File: config.mk
export PLATFORM = sky130hd
export DESIGN_NAME = bcd_seq_conv
export DESIGN_NICKNAME = d
export VERILOG_FILES = /design/src/rtl/bcd_seq_conv.sv
export SDC_FILE = /design/constraint.sdc
export NUM_CORES = 1
export LEC_CHECK = 0
export ABC_AREA = 1
export BUFFER_PORTS_ARGS = -buffer_cell sky130_fd_sc_hd__buf_2
export CAP_MARGIN = 20
export CORE_AREA = 2 2 124 96
export DETAILED_ROUTE_END_ITERATION = 8
export DIE_AREA = 0 0 126 98
export PLACE_DENSITY = 0.43
export SYNTH_ARGS = -nofsm -noshare
export SYNTH_HDL_FRONTEND = slang
export SYNTH_SLANG_ARGS = --single-unit
export TNS_END_PERCENT = 5
File: constraint.sdc
create_clock -name clk -period 1.7 [get_ports clk]
set_clock_uncertainty 0.15 [all_clocks]
set_input_delay 0.085 -clock clk [delete_from_list [all_inputs] [get_ports clk]]
set_output_delay 0.085 -clock clk [all_outputs]
set_load 0.01 [all_outputs]
File: src/rtl/bcd_seq_conv.sv
// bcd_seq_conv: sequential shift-and-add-3 binary-to-BCD converter, one input bit per clock.
// Define BCD_SIGNED_EN to treat `in` as two's complement and report its sign on `neg`.
module bcd_seq_conv #(
    parameter int W = 16,
    parameter int D = 5
) (
    input  logic           clk,
    input  logic           rst,
    input  logic [W-1:0]   in,
    input  logic           strt,
    output logic           busy,
    output logic           rdy,
    output logic [4*D-1:0] bcd,
    output logic [D-1:0]   blank,
    output logic           ovf,
    output logic           neg
);
    localparam int CW = $clog2(W + 1);

    typedef enum logic [1:0] {
        IDLE  = 2'd0,
        SHIFT = 2'd1,
        DONE  = 2'd2
    } state_t;

    state_t         state_r;
    logic [W-1:0]   shreg_r;
    logic [4*D-1:0] scratch_r;
    logic [CW-1:0]  cnt_r;
    logic           ovf_acc_r;
    logic           busy_r;
    logic           rdy_r;
    logic           ovf_r;
    logic [4*D-1:0] bcd_r;
    logic [D-1:0]   blank_r;

    logic [4*D-1:0] corr_s;
    logic [4*D-1:0] next_scratch_s;
    logic [W-1:0]   next_shreg_s;
    logic [W-1:0]   load_val_s;
    logic           ovf_bit_s;
    logic           last_s;

    // blank[i] is set when digit i and every digit above it are zero; the ones digit always shows.
    function automatic logic [D-1:0] blank_mask(input logic [4*D-1:0] digits);
        logic [D-1:0] m;
        logic         nz;
        m  = '0;
        nz = 1'b0;
        for (int i = D - 1; i >= 0; i--) begin
            nz   = nz | (digits[4*i +: 4] != 4'd0);
            m[i] = ~nz;
        end
        m[0] = 1'b0;
        return m;
    endfunction

    // Per-digit add-3 correction applied ahead of every shift.
    for (genvar g = 0; g < D; g++) begin : g_digit
        assign corr_s[4*g +: 4] = (scratch_r[4*g +: 4] >= 4'd5) ? (scratch_r[4*g +: 4] + 4'd3)
                                                                : scratch_r[4*g +: 4];
    end

    // One double-dabble step; a corrected top digit of 8 or more loses its MSB off the end.
    always_comb begin
        next_scratch_s = {corr_s[4*D-2:0], shreg_r[W-1]};
        next_shreg_s   = {shreg_r[W-2:0], 1'b0};
        ovf_bit_s      = corr_s[4*D-1];
        last_s         = (cnt_r == CW'(1));
    end

`ifdef BCD_SIGNED_EN
    logic sign_r;
    logic neg_r;
    logic load_sign_s;

    // Magnitude of a two's complement operand; the most negative value maps to 2^(W-1).
    always_comb begin
        load_sign_s = in[W-1];
        if (in[W-1]) begin
            load_val_s = ~in + {{(W-1){1'b0}}, 1'b1};
        end else begin
            load_val_s = in;
        end
    end

    // Sign captured at acceptance and presented alongside the digits.
    always_ff @(posedge clk) begin
        if (rst) begin
            sign_r <= 1'b0;
            neg_r  <= 1'b0;
        end else if (strt && (state_r != SHIFT)) begin
            sign_r <= load_sign_s;
        end else if ((state_r == SHIFT) && last_s) begin
            neg_r <= sign_r;
        end
    end

    assign neg = neg_r;
`else
    assign load_val_s = in;
    assign neg        = 1'b0;
`endif

    // Control FSM with registered handshake and result outputs.
    always_ff @(posedge clk) begin
        if (rst) begin
            state_r   <= IDLE;
            shreg_r   <= '0;
            scratch_r <= '0;
            cnt_r     <= '0;
            ovf_acc_r <= 1'b0;
            busy_r    <= 1'b0;
            rdy_r     <= 1'b0;
            ovf_r     <= 1'b0;
            bcd_r     <= '0;
            blank_r   <= blank_mask('0);
        end else begin
            rdy_r <= 1'b0;
            case (state_r)
                IDLE, DONE: begin
                    if (strt) begin
                        state_r   <= SHIFT;
                        shreg_r   <= load_val_s;
                        scratch_r <= '0;
                        ovf_acc_r <= 1'b0;
                        cnt_r     <= CW'(W);
                        busy_r    <= 1'b1;
                    end else begin
                        state_r <= IDLE;
                        busy_r  <= 1'b0;
                    end
                end
                SHIFT: begin
                    scratch_r <= next_scratch_s;
                    shreg_r   <= next_shreg_s;
                    ovf_acc_r <= ovf_acc_r | ovf_bit_s;
                    cnt_r     <= cnt_r - CW'(1);
                    if (last_s) begin
                        // Results land together with rdy, one cycle in DONE.
                        state_r <= DONE;
                        busy_r  <= 1'b0;
                        rdy_r   <= 1'b1;
                        bcd_r   <= next_scratch_s;
                        blank_r <= blank_mask(next_scratch_s);
                        ovf_r   <= ovf_acc_r | ovf_bit_s;
                    end
                end
                default: begin
                    state_r <= IDLE;
                    busy_r  <= 1'b0;
                end
            endcase
        end
    end

    assign busy  = busy_r;
    assign rdy   = rdy_r;
    assign bcd   = bcd_r;
    assign blank = blank_r;
    assign ovf   = ovf_r;

endmodule

==> results by group <==
Flow run
  • Max cap viols: 0

Placed design
  • Placed Area: ~0.0038 mm^2
  • Post-place setup slack: -8.83 ps
  • Placer Congestion: about 0.80
  • Port bufs: 45
  • DP HPWL: ~6300 um
  • Dpl cells: about 640

Synthesis
  • Dominant cells by area after synthesis: dfxtp_1, nand2_1, nand3_1
  • Sequential cell area fraction in the yosys report: 43.3%
  • Yosys warns: 0
  • Share of the synthesized area in the top cell type: about 43%
  • Synth Instances: around 450
  • Synth Cell Area: around 0.0033 mm^2
  • Yosys cell types: 32
  • Mean Syn Cell Area: about 7.3 um^2
  • FF+latch count, synth: between 70 and 80
  • Synth area leader: dfxtp_1

Routing
  • Average wire per standard cell: between 10 and 15 um
  • Routed WL: approximately 9100 um
  • Remaining DRCs: 0
  • Initial DRC Count: 190
  • Drt pass-1 iters: 4
  • Via count: roughly 3100
  • ANT nets after route: 0
  • Via/cell ratio: around 4.6

Floorplan
  • DIE WIDTH: around 130 um
  • Initial Util: 29.2%
  • DIE AREA: 0.0123 mm^2
  • Num rows: 34
  • Core Region: between 0.01 and 0.015 mm^2
  • Io pins: 48
  • Die Y: just under 100 um

Clock tree
  • CTS tree: done
  • Clk buf depth: 2
  • Clock Latency Late Sink: 330 ps
  • TritonCTS Buffers: 9
  • Root Driver: clkbuf_16
  • Clock slew at reported path FFs: around 50 ps
  • Number of clock sinks: about 70
  • CTS H-tree depth: 3

Worst setup path
  • Setup crit start kind: flip-flop
  • Reg-to-Reg End: blank[1]
  • Worst setup path end: blank[1]
  • Critical path peak fanout: 5
  • Crit path launch: scratch_r[4]
  • Internal reg-to-reg setup slack: ~90 ps
  • Crit end category: flip-flop
  • Crit Path Class: reg2reg
  • FF-to-FF path depth: 11
  • Crit path required time: between 1500 and 2000 ps
  • CP Data Arrival Time: 1730 ps
  • FF-to-FF Start: scratch_r[4]

GRT
  • Gr usage total: 15.1%
  • Largest net degree at the start of global routing: 25
  • Global route overflow: 0
  • Number of global-route vias before repair: 2905
  • First-pass GRT wire length: around 15000 um
  • Initial antenna violation count: 0

Cells and area
  • Share of layout cells above drive strength 1: roughly a quarter
  • Final Instance Count excl. Fillers: roughly 680
  • Area growth, synth to finish: 31.7%
  • Post-layout util: just under 40%
  • Diode count: 0
  • NumNets Final: 559
  • Final instance area: between 0.004 and 0.005 mm^2

STA
  • Min setup slack post-route: 90.9 ps
  • Fmax: approximately 620 MHz
  • Setup Viol. Count Final: 0
  • Fin crit period: approximately 1600 ps
  • Hold Slack: approximately 76 ps
  • RSZ-0062 raised after global routing: yes
  • Final slew viol count: 0
  • Fin. Hold Viols: 0
  • Final Cycle Share: a little over nine tenths

Pwr
  • VDD IR-drop max: approximately 0.52 mV
  • Power Density: between 900 and 1000 mW/mm^2
  • Leakage: approximately 1.9 nW

Min path
  • Hold WC Path Type: in2reg

Outcome
  • Run status: completed
[routing by layer]
layer,GRT usage (%),wire length (um)
met5,0,0
met3,4.49,386
met4,4.48,94
met1,21.7,4890
met2,21.6,3700
[Yosys cell counts, drive strengths merged]
master	n
conb	1
buf	15
ha	12
nor2	22
nand3	35
nand4	11
inv	45
dfxtp	71
a21oi	34
a2bb2oi	1
a31oi	17
o211ai	3
a21boi	1
o21a	1
clkbuf	5
o21ai	30
nand2	136
o22ai	3
clkinv	1
a41oi	1
and2	1
xor2	1
o31ai	1
[layout make-up]
cell class | instances | area (um^2)
clock buffers | 13 | 250
clock inverters | 1 | 30.0
fillers | 1170 | 6910
inverters | 46 | 175
multi-input cells | 312 | 1650
flip-flops and latches | 71 | 1430
well taps | 144 | 180
repair buffers | 88 | 603
[worst min-delay path by stage]
stage,start,end,slack (ps),cells past startpoint
3_5_place_dp,in[0],shreg_r[0],200,3
6_report,strt,cnt_r[3],80,4
3_3_place_gp,in[0],shreg_r[0],190,3
4_1_cts,strt,cnt_r[3],70,4
2_1_floorplan,in[0],shreg_r[0],80,2
5_1_grt,strt,cnt_r[3],120,4
[cell usage in the layout, fill, tap and decap left out, drive strengths merged, types with 2 or more instances in the layout]
cell,synthesis,final
a21oi,34,34
a31oi,17,17
buf,15,71
clkbuf,5,13
conb,1,2
dfxtp,71,71
dlygate4sd3,0,17
ha,12,12
inv,45,45
nand2,136,136
nand3,35,35
nand4,11,11
nor2,22,22
o211ai,3,3
o21ai,30,30
o22ai,3,3
[critical path: stages, from the launching register on]
cell,delay (ps)
dfxtp_4,350
inv_1,60
ha_1,210
inv_1,70
nand2_2,100
nand3_4,130
nand2_1,70
nand2_1,80
nand2_1,70
nor2_1,100
nand4_1,90
nand2_1,70
[kinds of logic (layout without fill, tap and decap cells)]
group | Yosys count | after routing | synth area share [%]
compound gates | 92 | 92 | 15.5
xor+xnor | 1 | 1 | 0.267
fa+ha+maj | 12 | 12 | 4.57
buf+inv | 66 | 148 | 9.07
flops | 71 | 71 | 43.3
other cells | 1 | 2 | 0.114
simple gates | 205 | 205 | 27.2
[stage by stage]
stage / setup TNS, ps / power, mW
final: 0 / 4.01
after global routing: -81.9 / 4.20
after CTS: 0 / 4.09
after detailed placement: -16.6 / 2.20
after global placement: 0 / 2.20
after floorplan: 0 / 2.07
[power by group]
part	internal (mW)	total [mW]	switching, mW
clock	1.16	1.82	0.656
combinational	0.166	0.426	0.260
sequential	1.73	1.77	0.0378
total	3.06	4.01	0.954
[flip-flops by register name, indices dropped and copies added, names as in the netlist]
signal / cells
busy: 1
shreg_r: 16
blank: 4
ovf: 1
cnt_r: 5
state_r: 2
bcd: 20
ovf_acc_r: 1
rdy: 1
scratch_r: 20
[what timing repair did]
item                                   4_1_cts  5_1_grt
setup endpoints to repair                    3       14
buffers inserted                             0        2
hold buffers                                17        0
gates resized for setup                      2       38
gates cloned                                 0        0
endpoints found under the hold margin       20        0
pin swaps                                    0       10
Note: power is estimated with default switching activity, not from simulation.
